### config.mk
export PLATFORM = sky130hd
export DESIGN_NAME = inv_clarke_flat
export DESIGN_NICKNAME = d
export VERILOG_FILES = /design/src/rtl/inv_clarke_if.sv /design/src/rtl/inv_clarke.sv /design/src/flat_wrapper.sv
export SDC_FILE = /design/constraint.sdc
export NUM_CORES = 1
export LEC_CHECK = 0
export BUFFER_PORTS_ARGS = -buffer_cell sky130_fd_sc_hd__buf_2
export CORE_MARGIN = 5
export CORE_UTILIZATION = 35
export DETAILED_ROUTE_END_ITERATION = 8
export PLACE_DENSITY = 0.53
export SLEW_MARGIN = 5
export SYNTH_ARGS = -nofsm -noshare
export SYNTH_HDL_FRONTEND = slang
export SYNTH_SLANG_ARGS = --single-unit
### constraint.sdc
create_clock -name clk -period 6.2 [get_ports clk]
set_clock_uncertainty 0.05 [all_clocks]
set_input_delay 0.31 -clock clk [delete_from_list [all_inputs] [get_ports clk]]
set_output_delay 0.31 -clock clk [all_outputs]
set_load 0.02 [all_outputs]
### src/rtl/inv_clarke_if.sv
`default_nettype none
// ============================================================================
// Module      : inv_clarke_if
// Description : Start/done handshake and data bus for the inverse Clarke
//               transform. The sat flag exists only when
//               INV_CLARKE_SATURATE_EN is defined.
// Revision    : 1.0 - initial release
// ============================================================================
interface inv_clarke_if #(
  parameter int D_WIDTH = 18
);
  logic signed [D_WIDTH-1:0] alpha;
  logic signed [D_WIDTH-1:0] beta;
  logic                      start;
  logic signed [D_WIDTH-1:0] a;
  logic signed [D_WIDTH-1:0] b;
  logic signed [D_WIDTH-1:0] c;
  logic                      busy;
  logic                      done;
`ifdef INV_CLARKE_SATURATE_EN
  logic                      sat;

  modport master (output alpha, beta, start, input a, b, c, busy, done, sat);
  modport slave  (input alpha, beta, start, output a, b, c, busy, done, sat);
`else
  modport master (output alpha, beta, start, input a, b, c, busy, done);
  modport slave  (input alpha, beta, start, output a, b, c, busy, done);
`endif
endinterface
`default_nettype wire

### src/rtl/inv_clarke.sv
`default_nettype none
// ============================================================================
// Module      : inv_clarke
// Description : Inverse Clarke transform (alpha/beta -> a/b/c), signed
//               fixed point with Q_BITS fractional bits. Three-cycle
//               IDLE -> MUL -> ADD sequence behind a start/done handshake.
//               Define INV_CLARKE_SATURATE_EN to clamp b/c instead of
//               wrapping, and to enable the sat output.
// Revision    : 1.0 - initial release
// ============================================================================
module inv_clarke #(
  parameter int D_WIDTH = 18,
  parameter int Q_BITS  = 15
) (
  input  logic        clk,
  input  logic        rstb,
  inv_clarke_if.slave bus
);

  // sqrt(3)/2 scaled by 2^Q_BITS, floored (positive, so truncation == floor)
  localparam int c_k_int = $rtoi(0.86602540378 * (2.0 ** Q_BITS));
  localparam logic signed [D_WIDTH-1:0] c_k = D_WIDTH'(c_k_int);

  typedef enum logic [1:0] {
    S_IDLE = 2'd0,
    S_MUL  = 2'd1,
    S_ADD  = 2'd2
  } state_t;

  state_t r_state;
  state_t w_next_state;
  logic   w_accept;
  logic   w_busy;

  logic signed [D_WIDTH-1:0]   r_alpha;
  logic signed [D_WIDTH-1:0]   r_beta;
  logic signed [D_WIDTH-1:0]   r_half;
  logic signed [D_WIDTH-1:0]   r_m;
  logic signed [D_WIDTH-1:0]   r_a;
  logic signed [D_WIDTH-1:0]   r_b;
  logic signed [D_WIDTH-1:0]   r_c;
  logic                        r_done;

  logic signed [2*D_WIDTH-1:0] w_prod;
  logic signed [D_WIDTH-1:0]   w_m;
  logic signed [D_WIDTH+1:0]   w_neg_half;
  logic signed [D_WIDTH+1:0]   w_m_ext;
  logic signed [D_WIDTH+1:0]   w_b_sum;
  logic signed [D_WIDTH+1:0]   w_c_sum;
  logic signed [D_WIDTH-1:0]   w_b_out;
  logic signed [D_WIDTH-1:0]   w_c_out;

  // Full-width product; the arithmetic shift floors toward -inf. |m| never
  // exceeds 2^(D_WIDTH-1) because K < 2^Q_BITS, so D_WIDTH bits suffice.
  assign w_prod     = r_beta * c_k;
  assign w_m        = D_WIDTH'(w_prod >>> Q_BITS);

  // Sums are built two bits wider so the pre-reduction value is exact.
  assign w_neg_half = -((D_WIDTH+2)'(r_half));
  assign w_m_ext    = (D_WIDTH+2)'(r_m);
  assign w_b_sum    = w_neg_half + w_m_ext;
  assign w_c_sum    = w_neg_half - w_m_ext;

`ifdef INV_CLARKE_SATURATE_EN
  localparam logic signed [D_WIDTH+1:0] c_sum_max = {3'b000, {(D_WIDTH-1){1'b1}}};
  localparam logic signed [D_WIDTH+1:0] c_sum_min = {3'b111, {(D_WIDTH-1){1'b0}}};
  localparam logic signed [D_WIDTH-1:0] c_out_max = {1'b0, {(D_WIDTH-1){1'b1}}};
  localparam logic signed [D_WIDTH-1:0] c_out_min = {1'b1, {(D_WIDTH-1){1'b0}}};

  logic r_sat;
  logic w_sat;

  // Clamp b and c to the representable range and flag any clamp.
  always_comb begin
    w_b_out = D_WIDTH'(w_b_sum);
    w_c_out = D_WIDTH'(w_c_sum);
    w_sat   = 1'b0;
    if (w_b_sum > c_sum_max) begin
      w_b_out = c_out_max;
      w_sat   = 1'b1;
    end else if (w_b_sum < c_sum_min) begin
      w_b_out = c_out_min;
      w_sat   = 1'b1;
    end
    if (w_c_sum > c_sum_max) begin
      w_c_out = c_out_max;
      w_sat   = 1'b1;
    end else if (w_c_sum < c_sum_min) begin
      w_c_out = c_out_min;
      w_sat   = 1'b1;
    end
  end

  assign bus.sat = r_sat;
`else
  // Plain two's-complement wrap on reduction.
  assign w_b_out = D_WIDTH'(w_b_sum);
  assign w_c_out = D_WIDTH'(w_c_sum);
`endif

  // State register.
  always_ff @(posedge clk or negedge rstb) begin
    if (!rstb) begin
      r_state <= S_IDLE;
    end else begin
      r_state <= w_next_state;
    end
  end

  // Next-state decode; busy covers MUL and ADD, start is only seen in IDLE.
  always_comb begin
    w_next_state = r_state;
    w_accept     = 1'b0;
    w_busy       = 1'b1;
    case (r_state)
      S_IDLE: begin
        w_busy = 1'b0;
        if (bus.start) begin
          w_accept     = 1'b1;
          w_next_state = S_MUL;
        end
      end
      S_MUL:   w_next_state = S_ADD;
      S_ADD:   w_next_state = S_IDLE;
      default: w_next_state = S_IDLE;
    endcase
  end

  // Datapath: capture inputs, form half/m, then publish a/b/c with done.
  always_ff @(posedge clk or negedge rstb) begin
    if (!rstb) begin
      r_alpha <= '0;
      r_beta  <= '0;
      r_half  <= '0;
      r_m     <= '0;
      r_a     <= '0;
      r_b     <= '0;
      r_c     <= '0;
      r_done  <= 1'b0;
`ifdef INV_CLARKE_SATURATE_EN
      r_sat   <= 1'b0;
`endif
    end else begin
      r_done <= 1'b0;
`ifdef INV_CLARKE_SATURATE_EN
      r_sat  <= 1'b0;
`endif
      if (w_accept) begin
        r_alpha <= bus.alpha;
        r_beta  <= bus.beta;
      end
      if (r_state == S_MUL) begin
        r_half <= r_alpha >>> 1;
        r_m    <= w_m;
      end
      if (r_state == S_ADD) begin
        r_a    <= r_alpha;
        r_b    <= w_b_out;
        r_c    <= w_c_out;
        r_done <= 1'b1;
`ifdef INV_CLARKE_SATURATE_EN
        r_sat  <= w_sat;
`endif
      end
    end
  end

  assign bus.a    = r_a;
  assign bus.b    = r_b;
  assign bus.c    = r_c;
  assign bus.done = r_done;
  assign bus.busy = w_busy;

endmodule
`default_nettype wire

### src/flat_wrapper.sv
// flat-port wrapper written by rule: the top's interface ports become plain ports
module inv_clarke_flat 
#(
  parameter int D_WIDTH = 18,
  parameter int Q_BITS  = 15
)
  (clk, rstb, bus_alpha, bus_beta, bus_start, bus_a, bus_b, bus_c, bus_busy, bus_done);
  inv_clarke_if #(.D_WIDTH(D_WIDTH)) bus_i ();
  input  logic clk;
  input  logic rstb;
  input wire logic [$bits(bus_i.alpha)-1:0] bus_alpha;
  input wire logic [$bits(bus_i.beta)-1:0] bus_beta;
  input wire logic [$bits(bus_i.start)-1:0] bus_start;
  output wire logic [$bits(bus_i.a)-1:0] bus_a;
  output wire logic [$bits(bus_i.b)-1:0] bus_b;
  output wire logic [$bits(bus_i.c)-1:0] bus_c;
  output wire logic [$bits(bus_i.busy)-1:0] bus_busy;
  output wire logic [$bits(bus_i.done)-1:0] bus_done;
  assign bus_i.alpha = bus_alpha;
  assign bus_i.beta = bus_beta;
  assign bus_i.start = bus_start;
  assign bus_a = bus_i.a;
  assign bus_b = bus_i.b;
  assign bus_c = bus_i.c;
  assign bus_busy = bus_i.busy;
  assign bus_done = bus_i.done;
  inv_clarke #(.D_WIDTH(D_WIDTH), .Q_BITS(Q_BITS)) u_core (.clk(clk), .rstb(rstb), .bus(bus_i));
endmodule
==> metrics <==
Hold Vio Cnt, Final 0; fin crit share 0.923; global routing's busiest layer met2; Mapped Area 12900 sq um; final WL 31000 um; GRT Overall Usage 0.153; CP arrival 5.98 ns; fin crit period 5.72 ns; antenna cell count 0; Sink Count 127; met2 Usage GRT 0.248; share of layout cells above drive strength 1 0.123; site row count 70; Max clock buf depth 2; #FFs+latches synth 127; worst hold path type in2reg; initial DRC count 494; chip width 202 um; detailed-route via count 9335; nets 1805; actual slew at the worst max-slew pin 0.862 ns; Syn. warnings 0; routing usage on met3 0.0255; Filler cells 3688; ys async rst share 1.00; RePlAce Congestion 0.879; Reg clk slew, reported paths 0.07 ns; max-slew violation count 0; CP Capture Type flip-flop; maxcap violations 0; post-synthesis cell type count 75; antenna violations before repair 0; vias per cell 4.78; H-tree depth 4; Crit path required time 6.46 ns; top-area cell type share of the netlist area 0.246; num ports 95; Die ar. 40900 sq um; worst setup path category reg2reg; outcome finished, final reports clean; GRT met1 Usage 0.216; Achievable Freq 175 MHz; max_slew headroom 0.425; postcts setup bufs 0; post-synthesis cell count 1391; area of the core 36500 sq um; sequential area share after synthesis 0.246; post-route cell area 14400 sq um; ys flop type dfrtp_1; Die Y 202 um; Mean Syn Cell Area 9.30 sq um; root buffer cell clkbuf_16; CTS Buf Count 17; RSZ-0062 raised after global routing false; startpoint types flip-flop; per-cell routed wire length 15.9 um; Post-synth EDFFs 0; clock latency on the worst-skew pair 0.44 ns; vias in the first global route 9596; first-pass GRT wire length 51200 um; largest cells by area after synthesis dfrtp_1, fa_1, ha_1; DR pass1 iterations 5; Syn Nets 1726; pin count of the biggest net entering global routing 69; Max Fanout on Critical Path 7; grt ovf 0; ANT nets after route 0; Final Util 0.395; Synth area leader dfrtp_1; DP HPWL 25600 um; TritonCTS clock tree yes; P&R area growth vs syn 11.7%; residual DRC count 0; final setup fails 0; Post-CTS Resized 0; placed inst area 13900 sq um; cts hold-fix bufs 1; sum of negative setup slack 0 ns; Starting Density 0.354; Port Buffers 94; final hold slack 0.0247 ns
-- layout by cell type (no fill, tap or decap), types with 10 or more instances in the layout --
cell / instances
o21bai_1: 10
buf_2: 93
a21oi_1: 57
a21o_1: 19
nor2_1: 39
dfrtp_1: 127
clkbuf_16: 17
nor3_1: 18
a211oi_1: 11
fa_1: 132
inv_1: 255
ha_1: 164
xor2_1: 17
xnor2_1: 57
o21ai_0: 83
mux2_2: 24
nand2b_1: 10
nand2_1: 203
-- final timing paths --
| kind | from | to | slack [ns] | depth (start not counted) |
|---|---|---|---|---|
| worst max-delay path | u_core.r_beta[8] | u_core.r_m[14] | 0.48 | 18 |
| worst min-delay path | bus_beta[15] | u_core.r_beta[15] | 0.02 | 3 |
| worst max register to register | u_core.r_beta[8] | u_core.r_m[14] | 0.48 | 18 |
| worst min register to register | u_core.bus.a[14] | u_core.bus.a[14] | 0.42 | 2 |
| max in group asynchronous | rstb | u_core.bus.done | 4.48 | 3 |
| min in group asynchronous | rstb | u_core.bus.c[15] | 0.37 | 2 |
-- registers in the layout, summed over array words and instances, names as in the netlist --
signal and count:
u_core.bus.a 18, u_core.bus.b 17, u_core.bus.c 18, u_core.bus.done 1, u_core.r_alpha 18, u_core.r_beta 18, u_core.r_half 17, u_core.r_m 18
u_core.r_state 2
-- per-stage QoR --
step / cells / worst slack, ns
2_1_floorplan: 1391 / 0.874
3_3_place_gp: 1918 / 0.521
3_5_place_dp: 1918 / 0.478
4_1_cts: 1951 / 0.449
5_1_grt: 1951 / 0.135
6_report: 1951 / 0.479
-- synth_stat cells, types with 18 or more instances --
cell type	instances
inv_1	255
nand2_1	203
ha_1	164
fa_1	132
dfrtp_1	127
o21ai_0	83
a21oi_1	57
xnor2_1	57
nor2_1	40
clkbuf_1	29
mux2_2	24
a21o_1	19
nor3_1	18
-- critical path: stages, from the launching register on --
cell and delay (ns):
dfrtp_1 0.52, ha_1 0.34, inv_1 0.08, fa_1 0.56, inv_1 0.06, fa_1 0.47
fa_1 0.52, fa_1 0.55, inv_1 0.05, fa_1 0.53, inv_1 0.04, ha_1 0.39
and3_1 0.25, nor3b_2 0.18, a2111oi_0 0.45, a22o_1 0.23, o31ai_2 0.08, xnor2_1 0.18
o21ai_1 0.08
-- logic make-up (layout without fill, tap and decap cells) --
kind of cell | after synthesis | in the layout | share of synthesized area
flip-flops | 127 | 127 | 0.246
AO/OA/AOI/OAI | 235 | 235 | 0.111
buffers and inverters | 299 | 391 | 0.0904
AND/OR/NAND/NOR | 330 | 330 | 0.114
multiplexers | 27 | 27 | 0.0232
adder cells (fa/ha/maj) | 298 | 298 | 0.364
XOR/XNOR | 75 | 75 | 0.0514
-- layout make-up --
type / instances / area, sq um / share of cell area
tap: 468 / 586 / 0.0405
clock inverter: 15 / 153 / 0.0106
multi-input combinational: 965 / 8600 / 0.595
clock buffer: 17 / 425 / 0.0295
timing repair buffer: 102 / 539 / 0.0373
sequential: 127 / 3180 / 0.220
inverter: 257 / 965 / 0.0668
-- routing by layer --
layer / part of all wire / up-vias
li1: - / 4647
met2: 0.46 / 159
met3: 0.031 / 37
met1: 0.49 / 4492
met4: 0.016 / 0
met5: 0 / -
Power is left out: the tool's default activity adds up to more than one toggle a clock period on the data nets, which glitch-free logic cannot reach.
